<file path="src/rtl/square_wave_gen_if.sv">
// Configuration port of square_wave_gen: period/high-time offer with valid/ready.
// Latency: none, wires only.
// Backpressure: the slave holds cfg_ready low while its one-entry shadow is full.
//
// Signals:
//   cfg_period  requested period in clk cycles (0 = stop request)
//   cfg_high    requested high time in clk cycles (honoured only with duty control built in)
//   cfg_valid   offer from the master
//   cfg_ready   accept from the slave
interface square_wave_gen_if #(
    parameter int COUNTER_WIDTH = 18
);
    logic [COUNTER_WIDTH-1:0] cfg_period;
    logic [COUNTER_WIDTH-1:0] cfg_high;
    logic                     cfg_valid;
    logic                     cfg_ready;

    modport master (
        output cfg_period,
        output cfg_high,
        output cfg_valid,
        input  cfg_ready
    );

    modport slave (
        input  cfg_period,
        input  cfg_high,
        input  cfg_valid,
        output cfg_ready
    );
endinterface

</file>
<file path="src/rtl/square_wave_gen.sv">
// Programmable square-wave generator, period N clk cycles, config applied only at period boundaries.
// Latency: config accepted in cycle N from IDLE -> first sq_out high in cycle N+2.
// Backpressure: one-entry shadow; cfg.cfg_ready low while a config is pending.
//
// Ports:
//   clk, rst      clock, synchronous active-high reset
//   en            run enable; dropping it stops the generator at the end of the current period
//   cfg           square_wave_gen_if.slave config port (period, high time, valid/ready)
//   sq_out        registered square wave
//   period_start  one-cycle pulse with each rising edge of sq_out
//   running       generator is in RUN
//   cur_period    period currently being generated
//
// Build option: define SQGEN_DUTY_CTRL_EN to honour cfg_high (clamped to 1..P-1);
// otherwise cfg_high is ignored and the high time is P>>1.
module square_wave_gen #(
    parameter int COUNTER_WIDTH = 18
) (
    input  logic                     clk,
    input  logic                     rst,
    input  logic                     en,
    square_wave_gen_if.slave         cfg,
    output logic                     sq_out,
    output logic                     period_start,
    output logic                     running,
    output logic [COUNTER_WIDTH-1:0] cur_period
);

    localparam logic [COUNTER_WIDTH-1:0] ZERO = '0;
    localparam logic [COUNTER_WIDTH-1:0] ONE  = COUNTER_WIDTH'(1);
    localparam logic [COUNTER_WIDTH-1:0] TWO  = COUNTER_WIDTH'(2);

    typedef enum logic {
        IDLE = 1'b0,
        RUN  = 1'b1
    } state_t;

    state_t                   state, state_n;
    logic [COUNTER_WIDTH-1:0] cnt, cnt_n;
    logic [COUNTER_WIDTH-1:0] cur_high, cur_high_n;
    logic [COUNTER_WIDTH-1:0] cur_period_n;
    logic                     sq_out_n, period_start_n, running_n;

    logic [COUNTER_WIDTH-1:0] pend_period;
    logic [COUNTER_WIDTH-1:0] pend_high;
    logic                     pend_valid;
    logic                     consume;

    logic                     cfg_accept;
    logic [COUNTER_WIDTH-1:0] cfg_period_cl;

    assign cfg.cfg_ready = ~pend_valid;
    assign cfg_accept    = cfg.cfg_valid && ~pend_valid;
    // A one-cycle period cannot hold both a high and a low cycle.
    assign cfg_period_cl = (cfg.cfg_period == ONE) ? TWO : cfg.cfg_period;

    // ---------------- config shadow ----------------
    // Accept and consume are mutually exclusive: accept needs the shadow empty,
    // consume needs it full.
    always_ff @(posedge clk) begin
        if (rst) begin
            pend_valid  <= 1'b0;
            pend_period <= ZERO;
        end else if (consume) begin
            pend_valid  <= 1'b0;
        end else if (cfg_accept) begin
            pend_valid  <= 1'b1;
            pend_period <= cfg_period_cl;
        end
    end

`ifdef SQGEN_DUTY_CTRL_EN
    // High time clamped to 1..P-1 so the output always toggles while running.
    // For a stop request (P=0) the value is never used.
    logic [COUNTER_WIDTH-1:0] cfg_high_cl;
    always_comb begin
        cfg_high_cl = cfg.cfg_high;
        if (cfg.cfg_high == ZERO)
            cfg_high_cl = ONE;
        else if (cfg.cfg_high >= cfg_period_cl)
            cfg_high_cl = cfg_period_cl - ONE;
    end

    always_ff @(posedge clk) begin
        if (rst)
            pend_high <= ZERO;
        else if (cfg_accept)
            pend_high <= cfg_high_cl;
    end
`else
    // Fixed 50% duty: odd periods get the extra cycle in the low phase.
    logic cfg_high_unused;
    assign cfg_high_unused = ^cfg.cfg_high;
    assign pend_high       = pend_period >> 1;
`endif

    // ---------------- state registers ----------------
    always_ff @(posedge clk) begin
        if (rst) begin
            state        <= IDLE;
            cnt          <= ZERO;
            cur_period   <= ZERO;
            cur_high     <= ZERO;
            sq_out       <= 1'b0;
            period_start <= 1'b0;
            running      <= 1'b0;
        end else begin
            state        <= state_n;
            cnt          <= cnt_n;
            cur_period   <= cur_period_n;
            cur_high     <= cur_high_n;
            sq_out       <= sq_out_n;
            period_start <= period_start_n;
            running      <= running_n;
        end
    end

    // ---------------- next state / outputs ----------------
    logic boundary;
    logic do_load, do_stop, do_repeat;

    assign boundary = (cnt == cur_period - ONE);

    always_comb begin
        do_load   = 1'b0;
        do_stop   = 1'b0;
        do_repeat = 1'b0;
        consume   = 1'b0;

        if (state == IDLE) begin
            if (pend_valid) begin
                if (pend_period == ZERO)
                    consume = 1'b1;          // stop request with nothing running
                else if (en)
                    do_load = 1'b1;
            end
        end else if (boundary) begin
            // New period wins, then a stop request, then en; otherwise repeat.
            if (pend_valid && pend_period != ZERO) begin
                do_load = 1'b1;
            end else if (pend_valid) begin
                consume = 1'b1;
                do_stop = 1'b1;
            end else if (!en) begin
                do_stop = 1'b1;
            end else begin
                do_repeat = 1'b1;
            end
        end
        if (do_load)
            consume = 1'b1;
    end

    always_comb begin
        state_n        = state;
        cnt_n          = cnt;
        cur_period_n   = cur_period;
        cur_high_n     = cur_high;
        sq_out_n       = sq_out;
        period_start_n = 1'b0;
        running_n      = running;

        if (do_load) begin
            state_n        = RUN;
            cur_period_n   = pend_period;
            cur_high_n     = pend_high;
            cnt_n          = ZERO;
            sq_out_n       = 1'b1;
            period_start_n = 1'b1;
            running_n      = 1'b1;
        end else if (do_stop) begin
            state_n   = IDLE;
            cnt_n     = ZERO;
            sq_out_n  = 1'b0;
            running_n = 1'b0;
        end else if (do_repeat) begin
            // H >= 1 always holds (P >= 2), so the first cycle is high.
            cnt_n          = ZERO;
            sq_out_n       = 1'b1;
            period_start_n = 1'b1;
        end else if (state == RUN) begin
            cnt_n    = cnt + ONE;
            sq_out_n = ((cnt + ONE) < cur_high);
        end
    end

endmodule

</file>
<file path="src/flat_wrapper.sv">
// flat-port wrapper written by rule: the top's interface ports become plain ports
module square_wave_gen_flat 
#(
    parameter int COUNTER_WIDTH = 18
)
  (clk, rst, en, sq_out, period_start, running, cur_period, cfg_cfg_period, cfg_cfg_high, cfg_cfg_valid, cfg_cfg_ready);
  square_wave_gen_if #(.COUNTER_WIDTH(COUNTER_WIDTH)) cfg_i ();
  input  logic clk;
  input  logic rst;
  input  logic en;
  output logic sq_out;
  output logic period_start;
  output logic running;
  output logic [COUNTER_WIDTH-1:0] cur_period;
  input wire logic [$bits(cfg_i.cfg_period)-1:0] cfg_cfg_period;
  input wire logic [$bits(cfg_i.cfg_high)-1:0] cfg_cfg_high;
  input wire logic [$bits(cfg_i.cfg_valid)-1:0] cfg_cfg_valid;
  output wire logic [$bits(cfg_i.cfg_ready)-1:0] cfg_cfg_ready;
  assign cfg_i.cfg_period = cfg_cfg_period;
  assign cfg_i.cfg_high = cfg_cfg_high;
  assign cfg_i.cfg_valid = cfg_cfg_valid;
  assign cfg_cfg_ready = cfg_i.cfg_ready;
  square_wave_gen #(.COUNTER_WIDTH(COUNTER_WIDTH)) u_core (.clk(clk), .rst(rst), .en(en), .cfg(cfg_i), .sq_out(sq_out), .period_start(period_start), .running(running), .cur_period(cur_period));
endmodule
</file>
<file path="config.mk">
export PLATFORM = sky130hd
export DESIGN_NAME = square_wave_gen_flat
export DESIGN_NICKNAME = d
export VERILOG_FILES = /design/src/rtl/square_wave_gen_if.sv /design/src/rtl/square_wave_gen.sv /design/src/flat_wrapper.sv
export SDC_FILE = /design/constraint.sdc
export NUM_CORES = 1
export LEC_CHECK = 0
export CORE_UTILIZATION = 40
export CTS_BUF_LIST = sky130_fd_sc_hd__clkbuf_4 sky130_fd_sc_hd__clkbuf_8
export CTS_CLUSTER_SIZE = 16
export DETAILED_ROUTE_END_ITERATION = 7
export SLEW_MARGIN = 20
export SYNTH_ARGS = -nofsm -noshare
export SYNTH_HDL_FRONTEND = slang
export SYNTH_SLANG_ARGS = --single-unit
</file>
<file path="constraint.sdc">
create_clock -name clk -period 7.7 [get_ports clk]
set_input_delay 1.54 -clock clk [delete_from_list [all_inputs] [get_ports clk]]
set_output_delay 1.54 -clock clk [all_outputs]
set_load 0.02 [all_outputs]
</file>
# Word level (Yosys, flattened, before mapping)
# Index checks and enable logic that the tools add are counted.
[word_totals] ff_bits=75 in_bits=40 elab_cells=56
[classes] add_sub_neg=2 n_lt_le_gt_ge=1 eq_ne=2 mux=32 bitwise=2 reduce_logical=9
[op_table] op="$mux W1" n=31
[op_table] op="$add A18 B1 Y18 const B" n=1
[op_table] op="$eq A18 B1 Y1 const B" n=1
[op_table] op="$eq A18 B18 Y1" n=1
[op_table] op="$logic_not A18 Y1" n=1
[op_table] op="$lt A18 B17 Y1" n=1
[op_table] op="$mux W18" n=1
[op_table] op="$reduce_bool A18 Y1" n=1
[op_table] op="$sub A18 B1 Y18 const B" n=1
[op_table] op="$reduce_bool A4 Y1" n=1
[op_table] op="$reduce_or A4 Y1" n=1
[op_table] op="$logic_and A1 B1 Y1" n=2
[op_table] op="$not A1 Y1" n=2
[op_table] op="$reduce_and A2 Y1" n=1
[op_table] op="$reduce_bool A2 Y1" n=1
[op_table] op="$reduce_or A2 Y1" n=1

# Depth between registers and ports, before layout
# Gate-level depths: netlist of the first run.
[depth] word_depth=8 depth_mapped=14

# Worst setup path before layout of the first run
# No wires, ideal clock.
[synth_path] path_type="register -> register" start="register u_core.cnt[2]" end="register u_core.sq_out" setup_ps=88 arrival_ps=3075 required_time_ps=7612 setup_slack_ps=4537 stages_incl_launch_ff=14 n_path_buf=2 period_less_slack_ps=3163 cell_sequence="dfxtp_1 > clkbuf_1 > nand3_1 > nor4_1 > and3_1 > clkbuf_1 > nand3_1 > xnor2_1 > ha_1 > a21o_1 > a21oi_1 > nand3_1 > a211o_1 > a311oi_2"
[synth_via] elab_chain_len=6
[synth_rtl] element="start, declared" line="square_wave_gen.sv:39" source="logic [COUNTER_WIDTH-1:0] cnt, cnt_n;"
[synth_rtl] element="start signal, assigned" line="square_wave_gen.sv:109" source="cnt <= cnt_n;"
[synth_rtl] element="$add A18 B1 Y18 or $eq A18 B18 Y1 (tied branches)" line="square_wave_gen.sv:183, square_wave_gen.sv:122"
[synth_rtl] element="$lt A18 B17 Y1 or $mux W1 (tied branches)" line="square_wave_gen.sv:183, square_wave_gen.sv:137"
[synth_rtl] element="$mux W1 (on tied branches)" line="square_wave_gen.sv:181, square_wave_gen.sv:130"
[synth_rtl] element="$mux W1" line="square_wave_gen.sv:176" source="end else if (do_repeat) begin"
[synth_rtl] element="$mux W1" line="square_wave_gen.sv:171" source="end else if (do_stop) begin"
[synth_rtl] element="$mux W1" line="square_wave_gen.sv:163" source="if (do_load) begin"
[synth_rtl] element="end signal, assigned" line="square_wave_gen.sv:112" source="sq_out <= sq_out_n;"
[synth_rtl] element="end, declared" line="square_wave_gen.sv:23" source="output logic sq_out,"
# Parallel ways exist; a longest one is shown, timed or not. The select of a mux whose other input is x is not followed.
# A chain may end at the register's enable or synchronous reset.

# Worst setup path after layout of the first run
# Same ends and word-level chain as after synthesis.

==> results of run 1 <==
routing by layer:
metal	GRT usage	vias up	wire, um
met5	0	-	0
met4	0.1126	0	339
met3	0.02913	27	396
met2	0.3340	89	4504
met1	0.2569	1589	4448
li1	-	1745	-
power by group:
part	total (uW)	switching [uW]	internal (uW)
registers	322	12.3	310
logic	106	56.8	48.8
clock network	319	125	193
total	746	194	552
worst max-delay path, delay by kind of cell, from the launching register on:
family / cells / cell delay, ns
adders and majority gates: 1 / 0.29
DFF: 1 / 0.55
and+or+nand+nor: 5 / 1.62
xor gates and xnor gates: 1 / 0.16
AOI/OAI and AO/OA: 4 / 0.87
stage by stage:
step                      std cells  total power [uW]  instance area [um2]
after floorplan                 484             397.7                 3909
after global placement          630             433.1                 4368
after detailed placement        630             434.4                 4368
after CTS                       646             753.0                 4591
after global routing            646             778.0                 4591
final                           646             746.2                 4591
sequential cells by signal (all words and copies together), names as in the netlist:
signal               count
u_core.cnt              18
u_core.pend_period      18
u_core.cur_period       17
u_core.cur_high          1
u_core.pend_valid        1
u_core.period_start      1
u_core.running           1
u_core.sq_out            1
final timing paths:
path	end	from	slack [ns]	cells past startpoint
worst min-delay path	u_core.pend_period[12]	u_core.pend_period[12]	0.47	2
worst min register to register	u_core.pend_period[12]	u_core.pend_period[12]	0.47	2
worst max register to register	u_core.sq_out	u_core.cnt[2]	4.12	11
worst max-delay path	u_core.sq_out	u_core.cnt[2]	4.12	11
layout by cell type (no fill, tap or decap), drive strengths merged, types with 19 or more instances in the layout:
master         count
a21oi             37
nand2b            38
mux2i             19
nand2             58
xor2              21
xnor2             22
dfxtp             58
inv               25
nor2              21
clkdlybuf4s50     43
cell type report:
class,instances,area (um2),share of cell area
Clock inverter,5,77.57,0.01690
Inverter,25,93.84,0.02044
Multi-Input combinational cell,372,2499,0.5443
Sequential cell,58,1161,0.2529
Tap cell,129,161.4,0.03516
Timing Repair Buffer,46,452.9,0.09866
Clock buffer,11,145.1,0.03162
kinds of logic (layout without fill, tap and decap cells):
family / Yosys count / count (layout) / share of synthesized area
AO/OA/AOI/OAI: 87 / 87 / 0.1505
XOR/XNOR: 43 / 43 / 0.09635
adder cells (fa/ha/maj): 18 / 18 / 0.05762
buffers and inverters: 54 / 87 / 0.06370
flip-flops: 58 / 58 / 0.2971
multiplexers: 19 / 19 / 0.04865
AND/OR/NAND/NOR: 205 / 205 / 0.2862
==> impl_results.md, run 1 <==
- Power per cell area: 162.5 nW/um2
- Die Ht: 100.9 um
- Count leader, synth: dfxtp_1
- GP Congestion: 0.7937
- # IOs: 62
- Core Area: 9371 um2
- Fin crit period: 3.580 ns
- Row Count: 35
- Post-synth cell types: 61
- CTS Buf Count: 9
- Min-delay worst type: reg2reg
- Iteration-0 DRC Markers: 149
- Clock-pin slew on the worst setup and hold paths: 0.07 ns
- Cells after synthesis: 484
- Die Width: 100.9 um
- Flops & latches, synth: 58
- Data arrival, critical path: 3.84 ns
- Synth top cells by count: dfxtp_1, nand2_1, nand2b_1
- Worst Setup End Kind: flip-flop
- Clk_skew: 0.01252 ns
- Pin slew with the least headroom to its limit: 0.8780 ns
- # setup viols final: 0
- Detail Placement HPWL: 7.112 mm
- Crit-path max FO: 11
- Primary FF master, synth: dfxtp_1
- Lkg Pwr: 0.001774 uW
- Maximum vdd drop: 91.65 uV
- First-pass GRT wire length: 15.96 mm
- Setup slack after layout: 4.120 ns
- Crit path kind: reg2reg
- Final worst path period share: 0.4649
- CTS tree: yes
- Final Util: 0.4899
- Slew HR: 0.4138
- Final wirelength: 9.688 mm
- First-pass iteration count of the detailed router: 4
- DP Worst Slack: 4.109 ns
- Post-cts resize count: 0
- Fmax: 0.2794 GHz
- Seq/Total Area, Yosys: 0.2971
- Nets: 570
- Via count: 3450
- Post-synth EDFFs: 0
- CP peak stage delay: 0.70 ns
- CTS Sinks: 58
- Total nets after synthesis: 542
- Synth top area share: 0.2971
- Crit-path most repeated cell: nand3_1
- Initial antenna violation count: 0
- Synthesized area per cell: 8.076 um2
- Aggregate negative setup slack: 0 ns
- Slew Limit Fails: 0
- WL/cell: 15.00 um
- Area growth syn-to-layout: 17.45%
- FFs w/ async S/R, synth: 0
- N_diodes: 0
- Full die area: 10170 um2
- Number of global-route vias before repair: 3364
- Slowest-stage cell, CP: nor4_1
- RSZ-0062 raised after global routing: no
- CP startpoint kind: flip-flop
- Fillers: 974
- Fraction of layout cells with a size suffix above 1: 0.06963
- Syn. warnings: 0
- Hold Buf Count CTS: 0
- Initial Utilization: 0.4171
- Clk_lat worst skew: 0.34 ns
- Longest Clk Path Bufs: 2
- Final hold viol count: 0
- DR vias/cell: 5.341
- Root Buffer: clkbuf_8
- Buffers on Ports: 43
- Total GRT Usage: 0.2035
- Dominant cells by area after synthesis: dfxtp_1, nand2b_1, ha_1
- Synth area leader: dfxtp_1
- Netlist area before placement: 3909 um2
- H-tree levels: 3
- Outcome: completed
- DRC viols: 0
- Post-CTS setup buffers: 0
- Largest net degree at the start of global routing: 61
- Worst path cell trace: nand3_1 > nor4_1 > and3_1 > nand3_1 > xnor2_1 > ha_1 > a21o_1 > a21oi_1 > nand3_1 > a211o_1 > a311oi_2
- Overflow after GRT: 0
- Final ANT Viol Nets: 0
- Max_cap viols: 0
- Worst Path Required: 7.96 ns
- Final hold slack: 0.4723 ns
Power figures use the tool's default switching activity.
==> run 2, diff against run 1 <==
==> constraint.sdc (replaced) <==
create_clock -name clk -period 2.95 [get_ports clk]
set_input_delay 0.59 -clock clk [delete_from_list [all_inputs] [get_ports clk]]
set_output_delay 0.59 -clock clk [all_outputs]
set_load 0.02 [all_outputs]
==> impl_results.md, run 2 (synthesis gave the netlist of run 1 again) <==
- Outcome: finished with violations
- Failing checks: negative setup slack
- Critical Path Sink: u_core.cnt[14]
- Overflow after GRT: 0 (unchanged)
- Largest regs: u_core.cnt x18, u_core.pend_period x18, u_core.cur_period x17
- Design area: 5177 um2 (+13%)
- Final ANT Viol Nets: 0 (unchanged)
- Fmax: 0.3341 GHz (+20%)
- First-pass GRT wire length: 17.38 mm (+8.9%)
- # IOs: 62 (unchanged)
- Maximum vdd drop: 237.2 uV (+160%)
- Iteration-0 DRC Markers: 113 (-24%)
- Worst r2r src: u_core.cur_period[12]
- Root Buffer: clkbuf_8
- Layer with the highest usage: met2
- CTS Buf Count: 9 (unchanged)
- Fraction of layout cells with a size suffix above 1: 0.1948 (+0.1252)
- Buffers on Ports: 43 (unchanged)
- Met3 usage: 0.03745 (+0.008322)
- Data arrival, critical path: 3.27 ns (-0.57 ns)
- Nets: 628 (+10%)
- Flop2flop setup slack: -0.04 ns (-4.16 ns)
- Critical path startpoint: u_core.cur_period[12]
- Min-delay worst type: reg2reg
- Area growth syn-to-layout: 32.46%
- DP Worst Slack: -0.1322 ns (-4.241 ns)
- Clk_lat worst skew: 0.35 ns (about the same)
- Longest Clk Path Bufs: 2 (unchanged)
- Clk_skew: 0.01347 ns (+0.0009561 ns)
- Slew Limit Fails: 0 (unchanged)
- Crit path kind: reg2reg
- H-tree levels: 3 (unchanged)
- M1 GR Usage: 0.2785 (+0.02153)
- DRC viols: 0 (unchanged)
- Lkg Pwr: 0.002095 uW (+18%)
- Crit-path max FO: 4 (-7)
- Power per cell area: 362.5 nW/um2 (+120%)
- Fin crit period: 2.993 ns (-0.5868 ns)
- Die Width: 100.9 um (unchanged)
- Fillers: 877 (-10%)
- Total GRT Usage: 0.2213 (+0.01779)
- # setup viols final: 1 (+1)
- Worst Path Required: 3.23 ns (-4.73 ns)
- Slew HR: 0.5418 (+0.1280)
- WL/cell: 14.92 um (-0.54%)
- Pin slew with the least headroom to its limit: 0.6859 ns (-0.1922 ns)
- Max_cap viols: 0 (unchanged)
- R2R Path End: u_core.cnt[14]
- Detail Placement HPWL: 7.905 mm (+11%)
- CTS tree: yes
- Final worst path period share: 1.014 (+0.5496)
- Full die area: 10170 um2 (unchanged)
- N_diodes: 0 (unchanged)
- Commonest non-fill, non-tap cell in the layout: dfxtp_1
- Post-DP Area: 4778 um2 (+9.4%)
- RSZ-0062 raised after global routing: yes
- Worst Setup End Kind: flip-flop
- Setup slack after layout: -0.04272 ns (-4.163 ns)
- Initial antenna violation count: 0 (unchanged)
- Final hold viol count: 0 (unchanged)
- Worst reg2reg path depth: 10 (-1)
- Final wirelength: 10.50 mm (+8.4%)
- Initial Utilization: 0.4171 (unchanged)
- First-pass iteration count of the detailed router: 4 (unchanged)
- CP startpoint kind: flip-flop
- Via count: 3678 (+6.6%)
- Commonest cells after routing, fill and taps aside: dfxtp_1, buf_4, nand2_1
- GP Congestion: 0.8265 (+4.1%)
- Die Ht: 100.9 um (unchanged)
- Hold Buf Count CTS: 0 (unchanged)
- Number of global-route vias before repair: 3635 (+8.1%)
- Core Area: 9371 um2 (unchanged)
- Met2 GRT Util: 0.3799 (+0.04584)
- Largest net degree at the start of global routing: 60 (-1.6%)
- Row Count: 35 (unchanged)
- DR vias/cell: 5.224 (-2.2%)
- Clock-pin slew on the worst setup and hold paths: 0.08 ns (about the same)
- CTS Sinks: 58 (unchanged)
## run 2: cell count changes in the layout (fill, tap and decap cells not counted), sizes merged
cell / previous run / this run
clkinv: 2 / 3
clkinvlp: 1 / 2
bufinv: 2 / 0
buf: 3 / 60
inv: 25 / 26
## run 2: critical path: stages (launching register included)
cell	delay (ns)
dfxtp_2	0.32
or4_4	0.53
buf_6	0.13
or4_4	0.57
nor3_2	0.16
or4_1	0.15
nand2_2	0.07
and4b_2	0.30
buf_6	0.13
or3b_4	0.37
a31oi_4	0.18
## run 2: layer usage
layer,share of wire,vias to the layer above
met5,0,-
met1,0.46,1719
li1,-,1866
met3,0.036,17
met2,0.48,76
met4,0.021,0
## run 2: worst min path at each step
| stage | startpoint | end | cells past startpoint |
|---|---|---|---|
| after floorplan | u_core.pend_period[0] | u_core.pend_period[0] | 2 |
| after global placement | u_core.pend_period[5] | u_core.pend_period[5] | 2 |
| after detailed placement | u_core.pend_period[11] | u_core.pend_period[11] | 2 |
| after CTS | u_core.pend_period[11] | u_core.pend_period[11] | 2 |
| after global routing | u_core.pend_period[11] | u_core.pend_period[11] | 2 |
| final | u_core.pend_period[15] | u_core.pend_period[15] | 2 |
## run 2: through the flow
| step | utilization | power [uW] | setup TNS (ns) | std cells | hold WS, ns |
|---|---|---|---|---|---|
| detailed placement | 0.5099 | 1154 | -1.515 | 681 | 0.4659 |
| CTS | 0.5371 | 1860 | 0 | 699 | 0.4759 |
| finish | 0.5525 | 1877 | -0.04272 | 704 | 0.4760 |
| global route | 0.5525 | 1959 | -0.9278 | 704 | 0.4974 |
| global placement | 0.5099 | 1149 | -0.2040 | 681 | 0.4642 |
| floorplan | - | 1038 | 0 | 484 | 0.4453 |
## run 2: area by class of cell
cell class	count	area, um2	share of cell area
Clock buffer	10	137.6	0.02658
Clock inverter	6	50.05	0.009666
Inverter	25	93.84	0.01812
Multi-Input combinational cell	372	2620	0.5060
Sequential cell	58	1164	0.2247
Tap cell	129	161.4	0.03117
Timing Repair Buffer	104	950.9	0.1837
## run 2: where the power goes
part | total [uW] | switching, uW | internal, uW
logic | 339 | 177 | 162
clock network | 707 | 373 | 334
registers | 831 | 23.2 | 808
total | 1880 | 573 | 1300
## run 2: repair_timing
action / CTS / global route
setup buffers: 2 / 4
resized for setup: 7 / 20
pin swaps: 3 / 11
cloned: 0 / 1
endpoints found under the setup margin: 30 / 32
==> run 3, diff against run 2 <==
--- a/config.mk
+++ b/config.mk
@@ -9,6 +9,7 @@
 export CTS_BUF_LIST = sky130_fd_sc_hd__clkbuf_4 sky130_fd_sc_hd__clkbuf_8
 export CTS_CLUSTER_SIZE = 16
 export DETAILED_ROUTE_END_ITERATION = 7
+export PLACE_DENSITY = 0.76
 export SLEW_MARGIN = 20
 export SYNTH_ARGS = -nofsm -noshare
 export SYNTH_HDL_FRONTEND = slang
==> impl_results.md, run 3 (synthesis gave the netlist of run 1 again) <==
- Via count: 3740 (+1.7%)
- WL/cell: 15.16 um (+1.6%)
- Crit-path max FO: 5 (+1)
- Clock-pin slew on the worst setup and hold paths: 0.07 ns (about the same)
- Slowest-stage cell, CP: or4_4
- DR WL met3: 533 um (+43%)
- Outcome: completed
- Overflow after GRT: 0 (unchanged)
- CTS tree: yes
- Iteration-0 DRC Markers: 206 (+82%)
- Data arrival, critical path: 3.14 ns (-0.13 ns)
- Clk_skew: 0.007977 ns (-0.005496 ns)
- Worst Path Required: 3.21 ns (-0.02 ns)
- Worst path cell trace: or4_4 > buf_6 > or4_4 > nor3_2 > or4_1 > nand2_2 > and4b_2 > buf_4 > or3b_2 > a31oi_1
- Setup slack after layout: 0.07124 ns (+0.1140 ns)
- Total GRT Usage: 0.2211 (-0.0002796)
- Clk_lat worst skew: 0.34 ns (about the same)
- Crit-path most repeated cell: or4_4
- Initial Utilization: 0.4171 (unchanged)
- Largest regs: u_core.cnt x18, u_core.pend_period x18, u_core.cur_period x17
- Core Area: 9371 um2 (unchanged)
- DRC viols: 0 (unchanged)
- N_diodes: 0 (unchanged)
- Commonest cells after routing, fill and taps aside: dfxtp_1, nand2_1, buf_4
- First-pass iteration count of the detailed router: 5 (+1)
- GP Congestion: 0.8896 (+7.6%)
- Die Ht: 100.9 um (unchanged)
- Int Pwr: 1450 uW (+11%)
- Longest Clk Path Bufs: 2 (unchanged)
- Final wirelength: 10.54 mm (+0.33%)
- Design area: 5131 um2 (-0.89%)
- Commonest non-fill, non-tap cell in the layout: dfxtp_1
- Aggregate negative setup slack: 0 ns (+0.04272 ns)
- # setup viols final: 0 (-1)
- Maximum vdd drop: 243.9 uV (+2.8%)
- Max_cap viols: 0 (unchanged)
- Clock power frac: 0.416 (+0.039)
- Slew HR: 0.6182 (+0.07641)
- Power per cell area: 387.7 nW/um2 (+6.9%)
- Full die area: 10170 um2 (unchanged)
- CTS Buf Count: 9 (unchanged)
- Root Buffer: clkbuf_8
- CP peak stage delay: 0.55 ns (-0.02 ns)
- Area growth syn-to-layout: 31.27%
- Final ANT Viol Nets: 0 (unchanged)
- Switching fraction of total power: 0.2712 (-0.03396)
- Row Count: 35 (unchanged)
- Fin crit period: 2.879 ns (-0.1140 ns)
- Final worst path period share: 0.9759 (-0.03863)
- Fraction of layout cells with a size suffix above 1: 0.1820 (-0.01280)
- Buffers on Ports: 43 (unchanged)
- # IOs: 62 (unchanged)
- Pin slew with the least headroom to its limit: 0.5674 ns (-0.1184 ns)
- Combinational share of power: 0.165 (-0.016)
- First-pass GRT wire length: 17.45 mm (+0.40%)
- Die Width: 100.9 um (unchanged)
- CTS Sinks: 58 (unchanged)
- Hold Buf Count CTS: 0 (unchanged)
- Min-delay worst type: reg2reg
- DR vias/cell: 5.381 (+3.0%)
- Post-Route M1 WL: 4.474 mm (-8.3%)
- DP Worst Slack: -0.05790 ns (+0.07434 ns)
- Number of global-route vias before repair: 3676 (+1.1%)
- Detail Placement HPWL: 7.695 mm (-2.7%)
- Lkg Pwr: 0.002070 uW (-1.2%)
- Post-DP Area: 4691 um2 (-1.8%)
- Top sig layer: met4
- Nets: 619 (-1.4%)
- Met2 wire length: 5.131 mm (+2.0%)
- Fmax: 0.3474 GHz (+4.0%)
- Final hold viol count: 0 (unchanged)
- H-tree levels: 3 (unchanged)
- Slew Limit Fails: 0 (unchanged)
- CP top delay family: simple AND/OR/NAND/NOR gates
- Seq pwr share: 0.419 (-0.024)
- Worst path bufs/invs: 2 (unchanged)
- Crit path kind: reg2reg
- Switch Pwr: 539.5 uW (-5.8%)
- Largest net degree at the start of global routing: 60 (unchanged)
- Initial antenna violation count: 0 (unchanged)
- Worst Setup End Kind: flip-flop
- CP startpoint kind: flip-flop
## run 3: changes by cell type in the layout (fill, tap and decap cells not counted), moves of 2 or more
| cell | delta |
|---|---|
| buf_4 | -8 |
| bufinv_16 | +2 |
| clkinv_4 | -2 |
| dfxtp_2 | -2 |
| dfxtp_4 | +2 |
## run 3: metrics by stage
stage          std cells  hold WS [ns]  utilization  total power, uW
5_1_grt              695        0.5015       0.5475             2075
2_1_floorplan        484        0.4453            -             1038
4_1_cts              690        0.4775       0.5319             1983
3_5_place_dp         671        0.4673       0.5005             1147
6_report             695        0.4798       0.5475             1989
3_3_place_gp         671        0.4628       0.5005             1140
## run 3: worst paths after layout
kind | start | depth (start not counted) | slack, ns | to
setup / recovery | u_core.cur_period[9] | 10 | 0.07 | u_core.cnt[14]
hold / removal | u_core.pend_period[0] | 2 | 0.48 | u_core.pend_period[0]
setup reg to reg | u_core.cur_period[9] | 10 | 0.07 | u_core.cnt[14]
hold reg to reg | u_core.pend_period[0] | 2 | 0.48 | u_core.pend_period[0]
## run 3: timing repair
item / in CTS / in global routing
pin swaps: 0 / 8
cloned: 0 / 1
endpoints found under the setup margin: 27 / 37
gates resized for setup: 5 / 23
setup buffers: 3 / 4
## run 3: cell type report
class / count / area [um2]
inverter: 25 / 93.84
clock inverter: 6 / 90.09
multi-input combinational: 372 / 2615
sequential: 58 / 1169
timing repair buffer: 95 / 870.8
tap: 129 / 161.4
fill: 875 / 4240
clock buffer: 10 / 131.4
## run 3: power groups by stage
stage	Sequential [uW]	Clock [uW]	Combinational [uW]
after global routing	836	881	357
final	833	828	329
after CTS	833	840	310
after global placement	850	0	290
after floorplan	852	0	186
after detailed placement	851	0	297
## run 3: layer usage
layer | GRT usage | vias to the layer above
met5 | 0 | -
met4 | 0.1093 | 0
met3 | 0.03398 | 31
met2 | 0.3836 | 134
met1 | 0.2658 | 1720
li1 | - | 1855
## run 3: worst reg2reg max path, cell delays in order, from the launching register on
cell	delay [ns]
dfxtp_1	0.32
or4_4	0.55
buf_6	0.15
or4_4	0.47
nor3_2	0.12
or4_1	0.14
nand2_2	0.06
and4b_2	0.25
buf_4	0.17
or3b_2	0.45
a31oi_1	0.15
